### src/rtl/fir_mac_scheduler.sv
// Round-robin sequencer that time-shares one symmetric-FIR pre-add/MAC datapath
// between NCH channels: delay-line shift, tap-pair issue, and accumulator strobes.
//
// state | meaning
// IDLE  | no sample being processed, waiting for a pending channel
// SHIFT | one cycle: shift the granted channel's delay line, ack its request
// ISSUE | HALF cycles: issue tap pair k = 0..HALF-1 for the current channel
`timescale 1ns/1ps
module fir_mac_scheduler #(
  parameter int NTAP    = 16,
  parameter int NCH     = 2,
  parameter int MAC_LAT = 2
) (
  input  logic                      clk,
  input  logic                      rst,
  input  logic [NCH-1:0]            ch_req,
  output logic [NCH-1:0]            ch_ack,
  output logic                      shift_en,
  output logic [2:0]                shift_ch,
  output logic                      issue_valid,
  output logic [2:0]                issue_ch,
  output logic [$clog2(NTAP)-1:0]   pair_lo,
  output logic [$clog2(NTAP)-1:0]   pair_hi,
  output logic [$clog2(NTAP/2)-1:0] coe_idx,
  output logic                      acc_clr,
  output logic                      acc_en,
  output logic                      out_valid,
  output logic [2:0]                out_ch,
  output logic                      busy,
  output logic [NCH-1:0]            ovr_err
);

  localparam int HALF = NTAP / 2;
  localparam int LW   = $clog2(NTAP);
  localparam int CW   = $clog2(HALF);
  localparam logic [LW-1:0] K_LAST = LW'(HALF - 1);
  localparam logic [LW-1:0] K_TOP  = LW'(NTAP - 1);

  typedef enum logic [1:0] {IDLE = 2'd0, SHIFT = 2'd1, ISSUE = 2'd2} state_t;

  state_t           state, state_n;
  logic [NCH-1:0]   pend, pend_d, ovr_d, gnt_vec;
  logic [2:0]       rr_ptr, cur_ch, cur_n, grant_ch;
  logic             grant_vld, do_grant, k_last;
  logic [LW-1:0]    k_n;
  int               rr_dist, rr_best;

  logic             shift_en_d, issue_valid_d;
  logic [2:0]       shift_ch_d, issue_ch_d;
  logic [NCH-1:0]   ch_ack_d;
  logic [LW-1:0]    pair_lo_d, pair_hi_d;
  logic [CW-1:0]    coe_idx_d;

  logic [MAC_LAT:0]   tag_v, tag_l;
  logic [MAC_LAT-1:0] tag_f;
  logic [2:0]         tag_c [MAC_LAT+1];

  // Round-robin: smallest upward distance from the pointer (with wrap) wins.
  always_comb begin
    rr_best  = NCH;
    rr_dist  = 0;
    grant_ch = 3'd0;
    for (int c = 0; c < NCH; c++) begin
      rr_dist = (c >= int'(rr_ptr)) ? c - int'(rr_ptr) : c + NCH - int'(rr_ptr);
      if (pend[c] && rr_dist < rr_best) begin
        rr_best  = rr_dist;
        grant_ch = 3'(c);
      end
    end
    grant_vld = |pend;
  end

  assign k_last   = (state == ISSUE) && (pair_lo == K_LAST);
  assign do_grant = grant_vld && ((state == IDLE) || k_last);

  always_comb begin
    gnt_vec = '0;
    for (int c = 0; c < NCH; c++) gnt_vec[c] = do_grant && (grant_ch == 3'(c));
    // A request landing on its own grant edge re-arms pend rather than erroring.
    pend_d = ch_req | (pend & ~gnt_vec);
    ovr_d  = ovr_err | (ch_req & pend & ~gnt_vec);
  end

  always_ff @(posedge clk or negedge rst) begin
    if (!rst) state <= IDLE;
    else      state <= state_n;
  end

  always_comb begin
    state_n = state;
    case (state)
      IDLE:    if (grant_vld) state_n = SHIFT;
      SHIFT:   state_n = ISSUE;
      ISSUE:   if (k_last) state_n = grant_vld ? SHIFT : IDLE;
      default: state_n = IDLE;
    endcase
  end

  // Output values for the coming cycle, decoded from the next state.
  always_comb begin
    cur_n = do_grant ? grant_ch : cur_ch;
    k_n   = '0;
    if (state_n == ISSUE && state == ISSUE) k_n = pair_lo + LW'(1);
    shift_en_d    = (state_n == SHIFT);
    shift_ch_d    = shift_en_d ? cur_n : 3'd0;
    ch_ack_d      = '0;
    for (int c = 0; c < NCH; c++) ch_ack_d[c] = shift_en_d && (cur_n == 3'(c));
    issue_valid_d = (state_n == ISSUE);
    issue_ch_d    = issue_valid_d ? cur_n : 3'd0;
    pair_lo_d     = k_n;
    pair_hi_d     = issue_valid_d ? K_TOP - k_n : '0;
    coe_idx_d     = k_n[CW-1:0];
  end

  always_ff @(posedge clk or negedge rst) begin
    if (!rst) begin
      pend        <= '0;
      ovr_err     <= '0;
      rr_ptr      <= 3'd0;
      cur_ch      <= 3'd0;
      shift_en    <= 1'b0;
      shift_ch    <= 3'd0;
      ch_ack      <= '0;
      issue_valid <= 1'b0;
      issue_ch    <= 3'd0;
      pair_lo     <= '0;
      pair_hi     <= '0;
      coe_idx     <= '0;
    end else begin
      pend    <= pend_d;
      ovr_err <= ovr_d;
      if (do_grant) rr_ptr <= (int'(grant_ch) == NCH - 1) ? 3'd0 : grant_ch + 3'd1;
      cur_ch      <= cur_n;
      shift_en    <= shift_en_d;
      shift_ch    <= shift_ch_d;
      ch_ack      <= ch_ack_d;
      issue_valid <= issue_valid_d;
      issue_ch    <= issue_ch_d;
      pair_lo     <= pair_lo_d;
      pair_hi     <= pair_hi_d;
      coe_idx     <= coe_idx_d;
    end
  end

  // Tag pipeline follows each issued pair through the MAC latency.
  always_ff @(posedge clk or negedge rst) begin
    if (!rst) begin
      tag_v <= '0;
      tag_l <= '0;
      tag_f <= '0;
      for (int i = 0; i <= MAC_LAT; i++) tag_c[i] <= 3'd0;
    end else begin
      tag_v[0] <= issue_valid;
      tag_l[0] <= k_last;
      tag_f[0] <= issue_valid && (pair_lo == '0);
      tag_c[0] <= issue_ch;
      for (int i = 1; i <= MAC_LAT; i++) begin
        tag_v[i] <= tag_v[i-1];
        tag_l[i] <= tag_l[i-1];
        tag_c[i] <= tag_c[i-1];
      end
      for (int i = 1; i < MAC_LAT; i++) tag_f[i] <= tag_f[i-1];
    end
  end

  assign acc_en    = tag_v[MAC_LAT-1];
  assign acc_clr   = tag_v[MAC_LAT-1] & tag_f[MAC_LAT-1];
  assign out_valid = tag_v[MAC_LAT] & tag_l[MAC_LAT];
  assign out_ch    = out_valid ? tag_c[MAC_LAT] : 3'd0;
  assign busy      = (state != IDLE) | (|tag_v);

endmodule

### config.mk
export PLATFORM = sky130hd
export DESIGN_NAME = fir_mac_scheduler
export DESIGN_NICKNAME = d
export VERILOG_FILES = /design/src/rtl/fir_mac_scheduler.sv
export SDC_FILE = /design/constraint.sdc
export NUM_CORES = 1
export LEC_CHECK = 0
export CAP_MARGIN = 20
export CORE_ASPECT_RATIO = 0.7
export CORE_MARGIN = 1
export CORE_UTILIZATION = 48
export CTS_CLUSTER_DIAMETER = 200
export DETAILED_ROUTE_END_ITERATION = 8
export HOLD_SLACK_MARGIN = 0.06
export PLACE_DENSITY = 0.74
export SKIP_CTS_REPAIR_TIMING = 1
export SLEW_MARGIN = 20
export SYNTH_ARGS = -nofsm -noshare
export SYNTH_HDL_FRONTEND = slang
export SYNTH_SLANG_ARGS = --single-unit
export TNS_END_PERCENT = 100
### constraint.sdc
create_clock -name clk -period 1.95 [get_ports clk]
set_clock_uncertainty 0.05 [all_clocks]
set_input_delay 0.39 -clock clk [delete_from_list [all_inputs] [get_ports clk]]
set_output_delay 0.39 -clock clk [all_outputs]
set_load 0.03 [all_outputs]
==> impl_results.md, run 1 <==
- GRT Total Usage: 17.5%
- First-pass GRT wire length: 4400 microns
- R2r worst-path depth: 5
- Number of global-route vias before repair: 944
- Internal Power: 2.04 mW
- Synth Warn #: 0
- Setup violations, final: 0
- Synthesized cell area: 1530 sq um
- RSZ-0062 raised after global routing: no
- Setup crit end kind: output port
- Startpoint Class: register
- Hold Path Stages: 0
- Switching share of total power: 35.9%
- Clk pwr share: 21.2%
- GR Overflow Total: 0
- Cell taking the most area after synthesis: dfrtp_1
- Initial DRC count: 37
- Hold Crit Class: reg -> reg
- FF+latch count, synth: 45
- Area after DPL: 1900 sq um
- Largest net degree at the start of global routing: 22
- Post-synth top area share: 73.6%
- CTS Buffer Depth: 2
- Tmin final: 1.87 ns
- Die X: 69.5 microns
- Setup TNS: 0 ns
- Layout Nets: 154
- PD cells: 1560 nW/um^2
- Drt first pass iters: 4
- Comb power frac: 36.0%
- DRC violation count after routing: 0
- Worst-path maximum fanout: 6
- Std-Cell Core Area: 2900 sq um
- Period Utilization, post-route: 96.1%
- Pre-CTS setup slack: 0.231 ns
- # IOs: 34
- Crit path buf inv count: 1
- Leak pwr: 1.12 nW
- Die ar.: 3420 sq um
- Site Rows: 16
- I/O Buffers: 33
- Number of cells on the critical path: 1
- Detail Placement HPWL: ~1800 microns
- Final hold violation count: 0
- CTS Buf Count: 5
- Share of cells above drive strength 1: about an eighth
- Clock insertion delay at the later pin of the skew report: just under 0.3 ns
- Part of the power in registers: 42.9%
- WL per Instance: 13.6 microns
- Max-Cap Viols: 0
- Crit-path slowest cell: clkdlybuf4s50_1
- Design area: 2040 sq um
- Top cells by area, synth: dfrtp_1 (74%), nor2_1 (2.2%), and2_1 (2.0%), and3_1 (1.6%), ha_1 (1.6%)
- DR vias: slightly above 900
- Detailed Route WL: 2530 microns
- Synth unique cells: 32
- CTS tree: built
- VDD IR-drop max: 0.000891 V
- Slowest stage delay, CP: 0.71 ns
- Worst Hold Slack: 0.303 ns
- Initial Util: 52.7%
- Initial antenna violation count: 0
- Sequential share of the synthesized area: between 70% and 80%
- ANT cells: 0
- Die H: 49.2 microns
- CTS Root Cell: clkbuf_8
- Cells after synthesis: 107
- Setup ws final: approximately 0.075 ns
- Arrival @ worst endpoint: 1.43 ns
- Crit path kind: reg -> out
- Vias per Instance: 4.96
- H-tree depth: 2
- Worst Path Required: about 1.5 ns
- Slew Viols, Final: 0
- Mean area per synthesized cell: 14.3 sq um
- Psw: approximately 1.1 mW
- Area grow syn2layout: 33.5%
- Outcome: finished, final reports clean
- Detail Route Antenna Nets: 0
- F_max: 0.533 GHz
- Worst-path cell chain: clkdlybuf4s50_1
- Clock sink count: 45
- Crit path max-delay family: buffers and inverters
- GP Congestion: 0.771
- Clock slew at reported path FFs: 0.08 ns
==> final cells by class <==
| type | count | area [sq um] |
|---|---|---|
| sequential | 45 | 1130 |
| fill | 185 | 860 |
| timing repair buffer | 37 | 380 |
| multi-input combinational | 53 | 358 |
| clock buffer | 6 | 72.6 |
| tap | 36 | 45.0 |
| clock inverter | 2 | 38.8 |
| inverter | 6 | 22.5 |
==> per-stage QoR <==
stage	cells	utilization, %	power [mW]
finish	185	70.4	3.19
global placement	176	65.4	2.50
global route	185	70.4	3.39
detailed placement	176	65.4	2.55
floorplan	108	-	2.09
CTS	184	69.3	3.22
==> power by group through the flow <==
stage	combinational (mW)	clock, mW	sequential, mW
after floorplan	0.485	0	1.60
after CTS	1.16	0.693	1.37
after detailed placement	1.16	0	1.39
after global routing	1.24	0.745	1.40
final	1.15	0.675	1.37
after global placement	1.14	0	1.36
==> cells in the mapped netlist, drive strengths merged <==
| cell type | number |
|---|---|
| nor2b | 2 |
| o21ai | 1 |
| nand2 | 5 |
| nor3b | 1 |
| o221a | 1 |
| xor2 | 1 |
| xnor2 | 1 |
| nand2b | 1 |
| nor3 | 4 |
| a21o | 2 |
| inv | 6 |
| ha | 2 |
| dfrtp | 45 |
| and3 | 4 |
| a31oi | 1 |
| conb | 1 |
| mux2 | 1 |
| nor2 | 9 |
| nand3b | 2 |
| a21boi | 3 |
| nand3 | 1 |
| and2 | 5 |
| a31o | 2 |
| buf | 4 |
| a21oi | 2 |
==> cell families (layout without fill, tap and decap cells) <==
family	after synthesis	after routing	synth area share, %
AO/OA/AOI/OAI	12	12	6.95
XOR/XNOR	2	2	1.14
adder cells (fa/ha/maj)	2	2	1.64
buffers and inverters	10	51	3.27
flip-flops	45	45	73.6
multiplexers	1	1	0.736
other	1	2	0.245
AND/OR/NAND/NOR	34	34	12.4
==> flip-flops by register name, indices dropped and copies added, names as in the netlist <==
name         flops
coe_idx          2
issue_valid      1
shift_en         1
ovr_err          2
pair_lo          2
issue_ch         3
tag_c            9
state            2
tag_l            3
cur_ch           3
tag_v            3
pend             2
pair_hi          4
ch_ack           2
rr_ptr           1
shift_ch         3
tag_f            2
==> path summary, 6_finish.rpt <==
| kind | startpoint | end | slack, ns |
|---|---|---|---|
| setup reg to reg | coe_idx[0] | ovr_err[1] | 0.30 |
| hold reg to reg | tag_c[5] | tag_c[2] | 0.30 |
| setup / recovery | coe_idx[0] | coe_idx[0] | 0.08 |
| hold / removal | tag_c[5] | tag_c[2] | 0.30 |
| min in group asynchronous | rst | tag_c[2] | 0.51 |
| max in group asynchronous | rst | rr_ptr[0] | 0.78 |
==> cells in the final DEF, fill, tap and decap left out, drive strengths merged, types with 2 or more instances in the layout <==
cell type      synthesis  final
nor2                   9      9
a21boi                 3      3
clkbuf                 0      6
nand3b                 2      2
a31o                   2      2
dfrtp                 45     45
ha                     2      2
dlymetal6s2s           0      9
nor3                   4      4
buf                    4      4
conb                   1      2
a21oi                  2      2
and2                   5      5
a21o                   2      2
and3                   4      4
nor2b                  2      2
inv                    6      6
nand2                  5      5
clkdlybuf4s50          0     23
==> per-layer routing <==
layer	track usage, %	vias up	routed length (microns)
li1	-	427	-
met1	21.2	464	1110
met2	27.8	22	1260
met3	7.23	4	133
met4	7.14	0	21
met5	0	-	0
Power figures use the tool's default switching activity.
==> inputs of run 2 (changes only) <==
--- a/config.mk
+++ b/config.mk
@@ -11,6 +11,7 @@
 export CORE_UTILIZATION = 48
 export CTS_CLUSTER_DIAMETER = 200
 export DETAILED_ROUTE_END_ITERATION = 8
+export GPL_TIMING_DRIVEN = 0
 export HOLD_SLACK_MARGIN = 0.06
 export PLACE_DENSITY = 0.74
 export SKIP_CTS_REPAIR_TIMING = 1
==> impl_results.md, run 2 (same netlist as run 1, synthesis figures left out) <==
- H-tree depth: 2
- Share of cells above drive strength 1: 14.0%
- CTS tree: built
- Slowest stage delay, CP: approximately 0.7 ns
- Max-Cap Viols: 0
- Crit-path slowest cell: clkdlybuf4s50_1
- Worst-path maximum fanout: 6
- PD cells: 1540 nW/um^2
- Finished Layout Cells: 186
- Max FFs per register: 9
- RSZ-0062 raised after global routing: no
- Vias per Instance: 4.83
- Clock slew at reported path FFs: 0.08 ns
- DR vias: roughly 900
- Area grow syn2layout: 34.8%
- Die H: around 50 microns
- GRT Total Usage: about 16%
- First-pass GRT wire length: 4050 microns
- Die X: 69.5 microns
- Tmin final: 1.88 ns
- Worst-path cell chain: clkdlybuf4s50_1
- Initial antenna violation count: 0
- Crit path kind: reg -> out
- VDD IR-drop max: 0.000831 V
- Period Utilization, post-route: 96.3%
- Initial Util: between 50% and 60%
- Slew Viols, Final: 0
- Detail Placement HPWL: 1740 microns
- Top Registers: tag_c x9, pair_hi x4
- Std-Cell Core Area: around 2900 sq um
- Startpoint Class: register
- CTS Buf Count: 5
- Worst Path Required: about 1.5 ns
- Setup violations, final: 0
- Largest net degree at the start of global routing: 36
- Layout Nets: 156
- Setup crit end kind: output port
- CP startpoint: coe_idx[0]
- DRC violation count after routing: 0
- Initial DRC count: 34
- Leak pwr: 1.13 nW
- CTS Root Cell: clkbuf_8
- Crit path max-delay family: buffers and inverters
- CTS Buffer Depth: 2
- Outcome: finished, final reports clean
- Final hold violation count: 0
- Top reg by flops: tag_c
- Detail Route Antenna Nets: 0
- Hold path start: tag_l[0]
- Detailed Route WL: 2430 microns
- Hold Crit Class: reg -> reg
- ANT cells: 0
- # IOs: 34
- Die ar.: approximately 3400 sq um
- Number of global-route vias before repair: 878
- Crit path buf inv count: 1
- Site Rows: 16
- Arrival @ worst endpoint: 1.44 ns
- I/O Buffers: 33
- Dpl cells: between 150 and 200
- Clock insertion delay at the later pin of the skew report: 0.29 ns
- WL per Instance: 13.0 microns
- Drt first pass iters: 4
- Final Power: 3.18 mW
- F_max: 0.532 GHz
- Reg-to-reg critical path startpoint: coe_idx[0]
- GR Overflow Total: 0
- Most frequent cells in the layout: dfrtp_1 (44), clkdlybuf4s50_1 (23), nor2_1 (9), dlymetal6s2s_1 (9)
- Leading cell type in the layout, fill and taps excluded: dfrtp_1
- GP Congestion: 0.749
- Clock sink count: 45
run 2: path summary, 6_finish.rpt:
| kind | to | cells after the start | slack (ns) |
|---|---|---|---|
| worst max-delay path | coe_idx[0] | 1 | 0.07 |
| worst min-delay path | tag_l[1] | 0 | 0.30 |
| worst max register to register | ovr_err[1] | 5 | 0.34 |
| worst min register to register | tag_l[1] | 0 | 0.30 |
| max in group asynchronous | pair_lo[2] | 3 | 0.94 |
| min in group asynchronous | shift_ch[1] | 2 | 0.45 |
run 2: final cells by class:
cell class                 instances  area [sq um]
sequential                        45          1130
fill                             188           841
timing repair buffer              35           378
multi-input combinational         53           358
clock buffer                       5          68.8
tap                               36          45.0
clock inverter                     2          35.0
buffer                             4          27.5
inverter                           6          22.5
run 2: metal layers:
layer	part of all wire, %	track usage (%)
met5	0	0
met3	5.2	5.17
met2	51	27.3
met1	44	19.8
met4	0	4.08
run 2: power breakdown:
group | internal [mW] | switching [mW] | total (mW)
combinational | 0.487 | 0.676 | 1.16
clock | 0.372 | 0.279 | 0.651
sequential | 1.19 | 0.174 | 1.36
total | 2.05 | 1.13 | 3.18
run 2: metrics by stage:
step / TNS [ns] / setup slack [ns] / hold WS, ns / area [sq um] / util [%]
after floorplan: 0 / 0.255 / 0.0444 / 1530 / -
after global placement: -27.79 / -0.619 / 0.282 / 1910 / 65.8
after detailed placement: 0 / 0.121 / 0.231 / 1920 / 66.3
after CTS: -0.437 / -0.199 / -0.0808 / 2030 / 69.9
after global routing: 0 / 0.0111 / 0.305 / 2060 / 71.0
final: 0 / 0.0720 / 0.301 / 2060 / 71.0
